**src/rtl/instr_fetch_unit.sv**
```systemverilog
// Fetch stage: owns the PC, drives the ROM address and hands
// captured instruction words to the decoder over valid/ready.
module instr_fetch_unit #(
  parameter int ADDR_W = 14,
  parameter logic [ADDR_W-1:0] RESET_PC = '0
) (
  input  logic              clk,
  input  logic              rst_n,
  output logic [ADDR_W-1:0] rom_addr,
  input  logic [31:0]       rom_data,
  output logic              instr_valid,
  output logic [31:0]       instr,
  output logic [ADDR_W-1:0] instr_pc,
  input  logic              instr_ready,
  input  logic              redirect_valid,
  input  logic [ADDR_W-1:0] redirect_pc,
  output logic              fetch_halted,
  output logic [31:0]       fetch_count
);

  typedef enum logic [1:0] {
    S_REQ,
    S_WAIT,
    S_VALID,
    S_HALT
  } state_t;

  state_t            state;
  state_t            state_n;
  logic [ADDR_W-1:0] pc;
  logic [ADDR_W-1:0] redir_al;
  logic              zero_word;
  logic              capture;
  logic              handshake;

  assign redir_al    = redirect_pc & ~ADDR_W'(3);
  assign zero_word   = (rom_data == 32'h0);
  assign rom_addr    = pc;
  assign instr_valid = (state == S_VALID);
  assign fetch_halted = (state == S_HALT);

  assign capture   = (state == S_WAIT) && !zero_word
                     && !redirect_valid;
  assign handshake = (state == S_VALID) && instr_ready
                     && !redirect_valid;

  // Next-state logic; a redirect overrides every transition.
  always_comb begin
    state_n = state;
    unique case (state)
      S_REQ:   state_n = S_WAIT;
      S_WAIT:  state_n = zero_word ? S_HALT : S_VALID;
      S_VALID: state_n = instr_ready ? S_WAIT : S_VALID;
      S_HALT:  state_n = S_HALT;
    endcase
    if (redirect_valid)
      state_n = S_REQ;
  end

  // State register.
  always_ff @(posedge clk or negedge rst_n) begin
    if (!rst_n)
      state <= S_REQ;
    else
      state <= state_n;
  end

  // PC: reload on redirect, advance when a word is captured.
  always_ff @(posedge clk or negedge rst_n) begin
    if (!rst_n)
      pc <= RESET_PC;
    else if (redirect_valid)
      pc <= redir_al;
    else if (capture)
      pc <= pc + ADDR_W'(4);
  end

  // Instruction register and its address.
  always_ff @(posedge clk or negedge rst_n) begin
    if (!rst_n) begin
      instr    <= '0;
      instr_pc <= '0;
    end else if (capture) begin
      instr    <= rom_data;
      instr_pc <= pc;
    end
  end

  // Completed handshake counter.
  always_ff @(posedge clk or negedge rst_n) begin
    if (!rst_n)
      fetch_count <= '0;
    else if (handshake)
      fetch_count <= fetch_count + 32'd1;
  end

endmodule
```
**config.mk**
```make
export PLATFORM = sky130hd
export DESIGN_NAME = instr_fetch_unit
export DESIGN_NICKNAME = d
export VERILOG_FILES = /design/src/rtl/instr_fetch_unit.sv
export SDC_FILE = /design/constraint.sdc
export NUM_CORES = 1
export LEC_CHECK = 0
export BUFFER_PORTS_ARGS = -buffer_cell sky130_fd_sc_hd__buf_4
export CORE_MARGIN = 5
export CORE_UTILIZATION = 30
export DETAILED_ROUTE_END_ITERATION = 16
export PLACE_DENSITY = 0.49
export REMOVE_ABC_BUFFERS = 1
export SLEW_MARGIN = 10
export SYNTH_ARGS = -nofsm -noshare
export SYNTH_HDL_FRONTEND = slang
export SYNTH_SLANG_ARGS = --single-unit
```
**constraint.sdc**
```tcl
create_clock -name clk -period 1.9 [get_ports clk]
set_input_delay 0.38 -clock clk [delete_from_list [all_inputs] [get_ports clk]]
set_output_delay 0.38 -clock clk [all_outputs]
set_load 0.005 [all_outputs]
```
# == Word level (Yosys, flattened, before mapping) ==
# Cells that the tools add are included.
# classes
add_sub_neg,2
n_mux,6
reduce_logical,9
eq_ne,3
# op_table
cell,n
$add 32x1->32 const B,1
$logic_not 32->1,1
$mux 14,2
$add 14x3->14 const B,1
$pmux 2 s4,1
$eq 2x2->1 const B,2
$logic_and 1x1->1,4
$mux 2,2
$eq 2x1->1 const B,1
$logic_not 1->1,2
$logic_not 2->1,1
$reduce_bool 2->1,1
$mux 1,1
# word_totals
output_inout_bits,94
regBits,94
inputBits,50
wordCells,25

# == Logic depth before layout (Yosys ltp) ==
# depth
word_depth,6
depth_mapped,7
depth_no_buf,6

# == Worst setup path before layout ==
# OpenSTA, ideal clock, no wires.
# synth_path
kind,input to register
start,input rom_data[1]
end,register instr[0]
slack_ns,0.112
setup_time_ns,0.125
n_path_buf,1
required_ns,1.775
path_stages,6
arrival_ns,1.663
cell_sequence,nor4_1 and4_4 a21oi_4 nand2_8 buf_12 mux2_4
# synth_via
elab_chain_cells,4
# synth_rtl
item,line,text
from (decl),10,"input logic [31:0] rom_data,"
$logic_not 32->1,37,assign zero_word = (rom_data == 32'h0);
$logic_not 1->1,42,assign capture = (state == S_WAIT) && !zero_word
$logic_and 1x1->1,42,
$logic_and 1x1->1,43,&& !redirect_valid;
to (signal assigned),84,instr <= rom_data;
to (decl),12,"output logic [31:0] instr,"
# No other way between the ends.
# A chain may end at the register's enable or synchronous reset.

# == Worst setup path after layout ==
# layout_path
start,input rom_data[6]
end,register instr_pc[13]
# layout_via
elab_chain_cells,4
# layout_rtl
item,line,text
$logic_not 32->1,37,
$logic_not 1->1,42,
$logic_and 1x1->1,42,
$logic_and 1x1->1,43,
to (signal assigned),85,instr_pc <= pc;
to (decl),13,"output logic [ADDR_W-1:0] instr_pc,"
# No other way between the ends.

==> impl_metrics.tcl <==
set metrics [dict create \
    die_y_um 129.5 \
    maxCapViolations 0 \
    fin_skew_ps 6.546 \
    finalNetCount 554 \
    r2r-end "fetch_count[28]" \
    grt.total_usage_pct 13.68 \
    rows 43 \
    grt_pass1_wl_mm 17.66 \
    avgViaCountPerCell 4.514 \
    die_w_um 129.5 \
    fin_tns_setup_ps 0 \
    dpl.hpwl_mm 8.260 \
    dieArea_sq_um 16780 \
    fill_cells 1327 \
    power_leakage_nw 3.003 \
    status "completed" \
    numCtsBuffers 9 \
    timing.final.crit_share_pct 92.86 \
    gp_congestion 0.7832 \
    rsz0062_at_grt "no" \
    crit_start "rom_data[6]" \
    grt_max_degree 91 \
    wl_per_cell_um 16.01 \
    post-route-cell-area_sq_um 6081 \
    min_period_ps 1764 \
    synth-edff-count 0 \
    diodes 0 \
    clock_latency_ps 340 \
    async_flop_share_pct 100.0 \
    power_density_nw_per_um2 961.2 \
    clockBufferDepth 2 \
    drive_gt1_share_pct 50.69 \
    htreeDepth 3 \
    ys_types 52 \
    required_ps 2140 \
    cts_tree "yes" \
    ys_seq_area_share_pct 52.54 \
    hold_viol_final 0 \
    cp_max_fo 14 \
    cp-start-kind "input pin" \
    synth_ff_type "dfrtp_1" \
    drt_wl_total_mm 11.00 \
    critical_path_class "in -> reg" \
    grt_pass1_vias 3258 \
    cp_slowest_stage_delay_ps 360 \
    crit_chain "buf_4 > nor4_1 > buf_4 > and4_4 > a21oi_4 > nand2_8 > buf_12 > mux2_2" \
    post_dp_cell_area_sq_um 5761 \
    worst_slew_pin_slew_ps 538.3 \
    slew_violations 0 \
    hold_path.class "in -> async" \
    end_kind "register" \
    first_iter_violations 109 \
    setup_viol 0 \
    synth_cells 323 \
    core-area_sq_um 13930 \
    syn-cell-area_sq_um 4287 \
    start_util_pct 30.76 \
    slew_headroom_pct 64.12 \
    ctsRootBufferMaster "clkbuf_16" \
    rrSetupSlack_ps 170 \
    timing.rr.start "fetch_count[0]" \
    io_buffer_count 137 \
    synth-seq-cells 90 \
    ios 144 \
    peakVddDrop_v 0.0004800 \
    cts_hold_buf 0 \
    num_vias 3101 \
    crit_path_frequent_cell "buf_4" \
    cts_sinks 90 \
    synth_warnings 0 \
    rr_worst_depth 6 \
    path_clk_slew_ps 70 \
    max_freq_ghz 0.5668 \
    cpMaxStageDelayCell "nor4_1" \
    drc 0 \
    ant_nets 0 \
    antenna_found_initial 0 \
    grt-ovfl-total 0 \
    worstPathArrival_ps 2000 \
    synthToLayoutAreaGrowth_pct 41.86 \
    crit_path_end "instr_pc[13]" \
    first_pass_iters 4 \
    avgSynthCellArea_sq_um 13.27 \
]
[cell families (layout without fill, tap and decap cells)]
logic type | count (synthesis) | in the layout | synth area share, %
other | 1 | 4 | 0.08748
muxes | 45 | 45 | 15.29
and+or+nand+nor | 103 | 103 | 15.38
xor gates and xnor gates | 37 | 37 | 7.735
DFF | 90 | 90 | 52.54
AOI/OAI and AO/OA | 27 | 27 | 4.846
buffers and inverters | 18 | 199 | 3.532
adders and majority gates | 2 | 2 | 0.5837
[synthesized netlist by cell type, drive strengths merged, types with 4 or more instances]
cell / n / area share [%]
a31oi: 4 / 0.58
mux2: 44 / 15
nand3: 13 / 1.9
and3: 5 / 0.76
inv: 6 / 0.53
nand4: 13 / 2.4
o21ai: 11 / 1.5
and4: 5 / 1.1
xnor2: 28 / 5.9
nor4: 9 / 1.3
nand2: 29 / 2.9
dfrtp: 90 / 53
buf: 9 / 2.7
or3: 4 / 0.73
xor2: 9 / 1.8
nor2: 11 / 0.96
a21oi: 4 / 0.73
nor3: 7 / 1.7
[what timing repair did]
item                                    CTS  global route
buffers inserted                          0             0
endpoints found under the setup margin    0             4
hold endpoints to repair                  0             0
resized for setup                         0             1
[stage by stage]
| stage | utilization (%) | hold WS [ps] | cells | power (mW) | worst slack [ps] |
|---|---|---|---|---|---|
| 2_1_floorplan | - | 84.41 | 314 | 3.100 | -17.16 |
| 3_3_place_gp | 41.34 | 464.3 | 671 | 3.968 | -274.5 |
| 3_5_place_dp | 41.34 | 476.7 | 671 | 3.984 | -268.1 |
| 4_1_cts | 43.63 | 93.44 | 687 | 5.961 | 75.74 |
| 5_1_grt | 43.64 | 103.1 | 687 | 6.178 | 53.19 |
| 6_report | 43.64 | 44.74 | 687 | 5.845 | 135.8 |
[where the power goes]
part / switching [mW] / internal (mW) / total, mW
clock: 0.765 / 1.16 / 1.92
combinational: 0.480 / 0.943 / 1.42
sequential: 0.246 / 2.25 / 2.50
[worst min-delay path by stage]
| stage | start | end | slack, ps | depth (start not counted) |
|---|---|---|---|---|
| 6_report | rst_n | instr[28] | 40 | 2 |
| 5_1_grt | rst_n | instr[30] | 100 | 2 |
| 4_1_cts | rst_n | instr[20] | 90 | 2 |
| 3_5_place_dp | rst_n | instr[31] | 480 | 2 |
| 3_3_place_gp | fetch_count[31] | fetch_count[31] | 460 | 1 |
| 2_1_floorplan | rst_n | fetch_count[0] | 80 | 0 |
[registers in the layout, indices dropped and copies added, names as in the netlist]
signal,count
fetch_count,32
instr,32
instr_pc,12
rom_addr,12
state,2
[layout make-up]
type                       count  area [sq um]  share of cell area [%]
clock inverter                 6         90.09                   1.481
sequential                    90          2252                   37.04
tap                          180         225.2                   3.704
multi-input combinational    218          1896                   31.17
clock buffer                  10         229.0                   3.765
timing repair buffer         177          1366                   22.47
inverter                       6         22.52                  0.3704
[worst max-delay path, delay by kind of cell]
kind / cells / cell delay, ps
muxes: 1 / 340
AOI/OAI and AO/OA: 1 / 80
and+or+nand+nor: 3 / 720
buffers and inverters: 3 / 460
[cell usage in the layout (no fill, tap or decap), types with 9 or more instances in the layout]
cell type / n
nand3_1: 10
nand4_1: 11
dfrtp_1: 90
xor2_1: 9
clkbuf_16: 9
buf_4: 174
nand2_1: 28
nor2_1: 11
o21ai_0: 9
mux2_4: 40
xnor2_1: 27
nor4_1: 9
[routing by layer]
| layer | part of all wire [%] | track usage (%) |
|---|---|---|
| met5 | 0 | 0 |
| met4 | 1.4 | 4.462 |
| met3 | 5.1 | 4.328 |
| met2 | 48 | 21.89 |
| met1 | 45 | 17.69 |
Note: power is estimated with default switching activity, not from simulation.
